## src/rtl/data_cache_ctrl.sv

```systemverilog
// Direct-mapped write-back/write-allocate data cache in front of MemoryController.
// Define DCACHE_STATS_EN to add the stat_hits/stat_misses counters.
module data_cache_ctrl #(
  parameter int ADDR_WIDTH = 8,
  parameter int DATA_WIDTH = 32,
  parameter int NUM_LINES  = 16
) (
  input  logic                  clk,
  input  logic                  reset,
  input  logic                  cpu_req_valid,
  input  logic                  cpu_req_write,
  input  logic [ADDR_WIDTH-1:0] cpu_req_addr,
  input  logic [DATA_WIDTH-1:0] cpu_req_wdata,
  output logic                  cpu_req_ready,
  output logic                  cpu_resp_valid,
  output logic [DATA_WIDTH-1:0] cpu_resp_rdata,
  input  logic                  flush,
  output logic                  flush_done,
  output logic [31:0]           mem_addr,
  output logic                  mem_read_en,
  output logic                  mem_write_en,
  output logic [31:0]           mem_write_val,
  input  logic [31:0]           mem_read_val,
  input  logic                  mem_response
`ifdef DCACHE_STATS_EN
  ,
  output logic [31:0]           stat_hits,
  output logic [31:0]           stat_misses
`endif
);

  localparam int IDX_W = $clog2(NUM_LINES);
  localparam int TAG_W = ADDR_WIDTH - IDX_W;

  typedef enum logic [2:0] {
    S_IDLE, S_LOOKUP, S_EVICT, S_REFILL, S_RESP, S_FLUSH
  } state_t;

  state_t                r_state, w_next;
  logic [ADDR_WIDTH-1:0] r_addr;
  logic                  r_write;
  logic [DATA_WIDTH-1:0] r_wdata, r_rdata;
  logic [NUM_LINES-1:0]  r_valid, r_dirty;
  logic [TAG_W-1:0]      r_tag [NUM_LINES];
  logic [DATA_WIDTH-1:0] r_data [NUM_LINES];
  logic [IDX_W-1:0]      r_fidx;

  logic [IDX_W-1:0]      w_idx, w_vidx;
  logic [TAG_W-1:0]      w_rtag;
  logic                  w_hit, w_fdirty, w_flast;
  logic [ADDR_WIDTH-1:0] w_vaddr, w_maddr;
  logic [DATA_WIDTH-1:0] w_vdata;

  assign w_idx    = r_addr[IDX_W-1:0];
  assign w_rtag   = r_addr[ADDR_WIDTH-1:IDX_W];
  assign w_hit    = r_valid[w_idx] && (r_tag[w_idx] == w_rtag);
  assign w_vidx   = (r_state == S_FLUSH) ? r_fidx : w_idx;
  assign w_vaddr  = {r_tag[w_vidx], w_vidx};
  assign w_vdata  = r_data[w_vidx];
  assign w_fdirty = r_dirty[r_fidx];
  assign w_flast  = (r_fidx == IDX_W'(NUM_LINES - 1));

  assign cpu_resp_rdata = r_rdata;

  always_ff @(posedge clk) begin
    if (reset) r_state <= S_IDLE;
    else       r_state <= w_next;
  end

  always_comb begin
    w_next         = r_state;
    cpu_req_ready  = 1'b0;
    cpu_resp_valid = 1'b0;
    flush_done     = 1'b0;
    mem_read_en    = 1'b0;
    mem_write_en   = 1'b0;
    w_maddr        = '0;
    unique case (r_state)
      S_IDLE: begin
        if (flush) begin
          w_next = S_FLUSH;
        end else begin
          cpu_req_ready = 1'b1;
          if (cpu_req_valid) w_next = S_LOOKUP;
        end
      end
      S_LOOKUP: begin
        if (w_hit)
          w_next = S_RESP;
        else if (r_valid[w_idx] && r_dirty[w_idx])
          w_next = S_EVICT;
        else
          w_next = S_REFILL;
      end
      S_EVICT: begin
        mem_write_en = 1'b1;
        w_maddr      = w_vaddr;
        if (mem_response) w_next = S_REFILL;
      end
      S_REFILL: begin
        mem_read_en = 1'b1;
        w_maddr     = r_addr;
        if (mem_response) w_next = S_RESP;
      end
      S_RESP: begin
        cpu_resp_valid = 1'b1;
        w_next         = S_IDLE;
      end
      S_FLUSH: begin
        // a written-back line is revisited clean, giving one idle cycle on the bus
        if (w_fdirty) begin
          mem_write_en = 1'b1;
          w_maddr      = w_vaddr;
        end else if (w_flast) begin
          flush_done = 1'b1;
          w_next     = S_IDLE;
        end
      end
      default: w_next = S_IDLE;
    endcase
    mem_addr      = 32'(w_maddr);
    mem_write_val = mem_write_en ? 32'(w_vdata) : 32'd0;
  end

  always_ff @(posedge clk) begin
    if (reset) begin
      r_addr  <= '0;
      r_write <= 1'b0;
      r_wdata <= '0;
      r_rdata <= '0;
      r_valid <= '0;
      r_dirty <= '0;
      r_fidx  <= '0;
    end else begin
      unique case (r_state)
        S_IDLE: begin
          if (!flush && cpu_req_valid) begin
            r_addr  <= cpu_req_addr;
            r_write <= cpu_req_write;
            r_wdata <= cpu_req_wdata;
          end
        end
        S_LOOKUP: begin
          if (w_hit && !r_write) r_rdata <= r_data[w_idx];
          if (w_hit && r_write)  r_dirty[w_idx] <= 1'b1;
        end
        S_EVICT: begin
          if (mem_response) r_dirty[w_idx] <= 1'b0;
        end
        S_REFILL: begin
          if (mem_response) begin
            r_valid[w_idx] <= 1'b1;
            r_dirty[w_idx] <= r_write;
            if (!r_write) r_rdata <= mem_read_val[DATA_WIDTH-1:0];
          end
        end
        S_FLUSH: begin
          if (w_fdirty) begin
            if (mem_response) r_dirty[r_fidx] <= 1'b0;
          end else begin
            r_fidx <= r_fidx + IDX_W'(1);
          end
        end
        default: ;
      endcase
    end
  end

  always_ff @(posedge clk) begin
    if (!reset) begin
      if (r_state == S_LOOKUP && w_hit && r_write)
        r_data[w_idx] <= r_wdata;
      if (r_state == S_REFILL && mem_response) begin
        r_data[w_idx] <= r_write ? r_wdata : mem_read_val[DATA_WIDTH-1:0];
        r_tag[w_idx]  <= w_rtag;
      end
    end
  end

`ifdef DCACHE_STATS_EN
  always_ff @(posedge clk) begin
    if (reset) begin
      stat_hits   <= '0;
      stat_misses <= '0;
    end else if (r_state == S_LOOKUP) begin
      if (w_hit) stat_hits   <= stat_hits + 32'd1;
      else       stat_misses <= stat_misses + 32'd1;
    end
  end
`endif

endmodule

```

## config.mk

```make
export PLATFORM = sky130hd
export DESIGN_NAME = data_cache_ctrl
export DESIGN_NICKNAME = d
export VERILOG_FILES = /design/src/rtl/data_cache_ctrl.sv
export SDC_FILE = /design/constraint.sdc
export NUM_CORES = 1
export LEC_CHECK = 0
export BUFFER_PORTS_ARGS = -buffer_cell sky130_fd_sc_hd__buf_2
export CORE_AREA = 8 8 342 344
export DETAILED_ROUTE_END_ITERATION = 16
export DIE_AREA = 0 0 350 352
export GPL_ROUTABILITY_DRIVEN = 1
export PLACE_DENSITY = 0.43
export SLEW_MARGIN = 5
export SYNTH_ARGS = -nofsm -noshare
export SYNTH_HDL_FRONTEND = slang
export SYNTH_SLANG_ARGS = --single-unit
```

## constraint.sdc

```tcl
create_clock -name clk -period 5.65 [get_ports clk]
set_clock_uncertainty 0.1 [all_clocks]
set_input_delay 1.695 -clock clk [delete_from_list [all_inputs] [get_ports clk]]
set_output_delay 1.695 -clock clk [all_outputs]
set_load 0.05 [all_outputs]
```

* After elaboration in Yosys (flattened, before gate mapping) *
Memories as Yosys holds them, arrays and structs flattened. A register that Yosys moved wholly into a read port is not among the register bits.
Cells that the tools add are included.

storage, ports and cells
  register bits = 112
  input bits = 78
  output and inout port bits = 101
  memories kept = 2
  bits in writable memories = 576

memories
  memory  depth  bits a word  read ports  clocked after memory_dff  write ports  line  source
  r_data  16     32           2           1                         1            45    logic [DATA_WIDTH-1:0] r_data [NUM_LINES];
  r_tag   16     4            2           1                         1            44    logic [TAG_W-1:0] r_tag [NUM_LINES];

operators by class
  $add $sub $neg = 1
  eq/ne operators = 17
  reduce and logical (&&, ||, !) cells = 21
  muxes and demuxes = 55
  order comparisons = 4
  bitwise operators = 8

operator list
  cell                                                                count
  2-to-1 mux 32 bit                                                   6
  2-to-1 mux 16 bit                                                   5
  case mux 16 bit (4 select lines)                                    1
  case mux 32 bit (2 select lines)                                    1
  bitwise AND 16 bit                                                  2
  inverter 16 bit                                                     2
  OR 16 bit                                                           2
  case mux 8 bit (3 select lines)                                     1
  2-to-1 mux 3 bit                                                    7
  2-to-1 mux 1 bit                                                    20
  2-to-1 mux 4 bit                                                    5
  != test 2 bit (second input constant)                               9
  bitwise mux 16 bit                                                  1
  case mux 3 bit (5 select lines)                                     1
  binary-select mux 1 bit (select 4 bit)                              3
  logical AND 1 bit                                                   10
  less-than comparator 4 x 5 -> 1 bit (second input constant)         2
  demux 1 bit (select 4 bit)                                          2
  greater-or-equal comparator 4 x 1 -> 1 bit (second input constant)  2
  2-to-1 mux 8 bit                                                    1
  equality test 3 x 2 -> 1 bit (second input constant)                2
  equality test 3 bit (second input constant)                         2
  AND reduction 2 bit                                                 3
  AND reduction 6 bit                                                 1
  14 further kinds                                                    15

* Logic depth before layout (Yosys ltp) *
  depth in word-level cells = 9
  depth in mapped cells = 11
  gate-level depth less buffers = 7

* Worst setup path after synthesis *
Ideal clock, no wire load.

  kind = input port to output port
  start = input flush
  end = output cpu_req_ready
  buffers on the path = 0
  cell stages on the path = 1
  path slack = 0.537 ns
  data arrival time = 3.318 ns
  cell sequence = nor4_1

between the ends
  cells in the longest elaborated chain, start to end = 2

ends and longest elaborated chain
  item              line  source
  start, declared   17    input logic flush,
  2-to-1 mux 1 bit  80    if (flush) begin
  2-to-1 mux 1 bit  78    unique case (r_state)
  end, declared     14    output logic cpu_req_ready,

Every way passes these cells.

* Worst setup path after layout *
  start = register r_fidx[3]
  end = output mem_write_val[30]

between the ends
  cells in the longest elaborated chain, start to end = 5
  elaborated cells on any way between the ends = 7
  those cells by class = 6 x mux; 1 x memory

ends and longest elaborated chain
  item                                    line  source
  start, declared                         46    logic [IDX_W-1:0] r_fidx;
  start signal, assigned                  161   r_fidx <= r_fidx + IDX_W'(1);
  binary-select mux 1 bit (select 4 bit)  60    assign w_fdirty = r_dirty[r_fidx];
  2-to-1 mux 1 bit (implied by the code)  60
  2-to-1 mux 1 bit                        111   if (w_fdirty) begin
  case mux 1 bit (2 select lines)         78
  2-to-1 mux 32 bit *                     122   mem_write_val = mem_write_en ? 32'(w_vdata) : 32'd0;
  end, declared                           22    output logic [31:0] mem_write_val,

Every way passes the cells marked *; elsewhere a longest branch is shown, timed or not. The select of a mux whose other input is x is not followed.

==> impl_metrics.env <==
export IMPL_status="finished, final reports clean"
export IMPL_synth_top_family_by_area="multiplexers"
export IMPL_power_switching_mw=4.49
export IMPL_maxSlewHeadroom=0.131
export IMPL_yosysUniqueCellTypes=54
export IMPL_grt_pass1_wl_um=169000
export IMPL_cp_slowest_stage_delay_ns=0.73
export IMPL_cp_arrival_ns=3.71
export IMPL_num_vias=23115
export IMPL_total_power_mw=14.5
export IMPL_clk_pin_slew_ns=0.07
export IMPL_yosys_most_used_dff="edfxtp_1"
export IMPL_path_class="reg -> out"
export IMPL_r2r_slack_ns=0.69
export IMPL_clock_power_share=0.374
export IMPL_cts_buffers=83
export IMPL_areaGrowthSynthToFinish_pct=19.2
export IMPL_critPathTopFamily="simple AND/OR/NAND/NOR gates"
export IMPL_grt_max_degree=97
export IMPL_period_minus_slack_ns=5.51
export IMPL_cts_sinks=692
export IMPL_slew_violations=0
export IMPL_gp_congestion=0.790
export IMPL_path_depth=8
export IMPL_synth_edf_count=576
export IMPL_ir_drop_uv=166
export IMPL_synthMuxAreaShare=0.153
export IMPL_dr_pass1_iters=5
export IMPL_detailed_place_hpwl_um=67300
export IMPL_crit_top_cell="mux2i_1"
export IMPL_tns_ns=0
export IMPL_p_per_area_nw_per_um2=366
export IMPL_design_core_area_sq_um=112000
export IMPL_path_max_fanout=20
export IMPL_synth_top_cells_by_area="edfxtp_1 52%, mux4_2 13%, dfxtp_1 7.0%, a211oi_1 6.3%, nand2_1 4.6%"
export IMPL_drc=0
export IMPL_r2r_end="r_data[9][5]$_DFFE_PP_"
export IMPL_netlist_area_sq_um=33200
export IMPL_die_x_um=350
export IMPL_clk_path_buf_depth=3
export IMPL_die_h_um=352
export IMPL_grt_overflow=0
export IMPL_synthSimpleGateAreaFrac=0.0933
export IMPL_hold_viol=0
export IMPL_port_buffers=154
export IMPL_synthCells=2485
export IMPL_pwr_share_seq=0.401
export IMPL_cts_hold_buf=0
export IMPL_post_route_period_util=0.975
export IMPL_worstPathCellList="mux4_2, mux2i_1, mux2i_1, nand2b_1, a21boi_4, buf_4, nor3_1, buf_2"
export IMPL_crit_end="mem_write_val[30]"
export IMPL_path_buf_inv=2
export IMPL_grt_pass1_vias=23311
export IMPL_cellLeakagePower_nw=13.1
export IMPL_ys_seq_area_frac=0.590
export IMPL_synth_compound_area_share=0.125
export IMPL_post_drt_wl_per_cell_um=28.2
export IMPL_switching_share=0.309
export IMPL_tritoncts="done"
export IMPL_hold_class="reg -> reg"
export IMPL_row_count=123
export IMPL_initial_core_util=0.298
export IMPL_yosysTopAreaCellShare=0.520
export IMPL_hold_start="r_valid[13]$_SDFFE_PP0P_"
export IMPL_place_ws_ns=0.403
export IMPL_synth_seq_cells=692
export IMPL_power_frac_comb=0.225
export IMPL_clock_fmax_ghz=0.182
export IMPL_crit_path_top_delay_cell="dfxtp_1"
export IMPL_cp_startpoint="r_fidx[3]$_SDFFE_PP0P_"
export IMPL_critPathRequiredTime_ns=3.86
export IMPL_fillers=10684
export IMPL_synth_xor_area_frac=0.00158
export IMPL_h_tree_depth=3
export IMPL_endpoint_kind="output pin"
export IMPL_tightest_slew_ns=1.30
export IMPL_via_per_inst=5.53
export IMPL_synth_area_per_cell_sq_um=13.4
export IMPL_drive_above_1_share=0.253
export IMPL_drt_wl_total_um=118000
export IMPL_setup_violations=0
export IMPL_clk_latency_ns=0.66
export IMPL_antenna_found_initial=2
export IMPL_internal_power_mw=10.0
export IMPL_synthArstFlopShare=0
export IMPL_io_pin_count=179
export IMPL_setup_slack_ns=0.142
export IMPL_first_iter_violations=2084
export IMPL_track_usage=0.185
export IMPL_ys_warn_count=0
export IMPL_nets=2694
export IMPL_synthAdderAreaFrac=0.00151
export IMPL_rsz0062_at_grt="false"
export IMPL_reg2reg_depth=10
export IMPL_cts_root_buf="clkbuf_16"
export IMPL_cp_start_kind="flip-flop"
export IMPL_regArea_sq_um=19600
export IMPL_yosysTopAreaCell="edfxtp_1"
export IMPL_multi_input_area_sq_um=12900
export IMPL_die_area_sq_um=123000
export IMPL_max_cap_viol_count=0
export IMPL_antenna_left=0
[metal layers]
layer,share of wire,routed length [um],track usage,up-vias
met5,0,0,0,-
met4,0.037,4370,0.0703,0
met3,0.063,7420,0.0327,187
met2,0.47,55700,0.300,884
met1,0.43,50400,0.248,12012
li1,-,-,-,10032
[stage by stage]
step	utilization	hold slack (ns)	area, sq um	cells
finish	0.355	0.349	39600	4183
global route	0.355	0.363	39600	4182
CTS	0.355	0.350	39600	4181
detailed placement	0.329	0.335	36700	4016
global placement	0.329	0.329	36700	4016
floorplan	-	0.321	33300	2508
[state kept, by name, indices dropped and copies added, names as in the netlist, named ones only]
register,cells
r_fidx,4
r_write,1
r_dirty,16
r_valid,16
cpu_resp_rdata,32
r_wdata,32
r_tag,64
r_data,512
r_state,3
r_addr,8
[cell type report]
class | count | share of cell area
sequential | 692 | 0.495
inverter | 23 | 0.00218
tap | 1500 | 0.0473
timing repair buffer | 268 | 0.0599
multi-input combinational | 1544 | 0.326
antenna | 1 | 0.0000631
clock inverter | 37 | 0.00963
clock buffer | 118 | 0.0596
[cell usage after synthesis (2+ instances only)]
library cell	instances
mux4_2	188
o41ai_2	9
clkbuf_1	192
a211oi_1	280
ha_1	4
nand3_1	9
buf_4	25
a311oi_1	73
xor2_1	3
mux2i_1	46
nand2b_1	4
xnor2_1	3
nor2b_1	7
a31oi_1	75
nand2_1	406
o22ai_1	17
mux2_2	36
o41ai_1	6
or2_2	3
buf_1	16
nor3_1	36
inv_1	22
a21o_1	17
buf_2	19
o31ai_1	4
a21oi_1	44
edfxtp_1	576
a311o_1	15
nand3b_1	5
dfxtp_1	116
and2_1	145
o21ai_0	11
nand4b_1	2
nor2_1	48
nand4_1	3
nor4b_1	2
[what timing repair did]
| item | in CTS | in global routing |
|---|---|---|
| pin swaps | 0 | 0 |
| endpoints found under the setup margin | 13 | 6 |
| cloned | 3 | 0 |
| resized for setup | 9 | 5 |
| buffers inserted | 7 | 1 |
[worst min-delay path by stage]
stage	end	slack, ns	cells after the start
5_1_grt	r_valid[5]$_SDFFE_PP0P_	0.36	1
6_report	r_valid[13]$_SDFFE_PP0P_	0.35	1
4_1_cts	r_valid[13]$_SDFFE_PP0P_	0.35	1
2_1_floorplan	r_valid[10]$_SDFFE_PP0P_	0.32	1
3_3_place_gp	r_valid[11]$_SDFFE_PP0P_	0.33	1
3_5_place_dp	r_valid[13]$_SDFFE_PP0P_	0.34	1
[kinds of logic after synthesis]
logic type | Yosys count
other cells | 1
fa+ha+maj | 4
compound gates | 559
mux | 270
xor+xnor | 6
buf+inv | 275
flops | 692
simple gates | 678
[power by group through the flow]
stage          sequential [mW]  combinational [mW]  clock (mW)
2_1_floorplan             5.97                1.90           0
3_3_place_gp              5.93                3.22           0
3_5_place_dp              5.93                3.23           0
4_1_cts                   5.83                3.30        5.56
5_1_grt                   5.84                3.47        5.75
6_report                  5.82                3.27        5.43
[cell usage in the layout, fill, tap and decap left out, drive strengths merged, types with 73 or more instances in the layout]
| cell | count |
|---|---|
| a211oi | 280 |
| a311oi | 73 |
| a31oi | 75 |
| and2 | 145 |
| buf | 268 |
| clkbuf | 118 |
| dfxtp | 116 |
| edfxtp | 576 |
| mux4 | 188 |
| nand2 | 406 |
(Power assumes the default switching activity.)
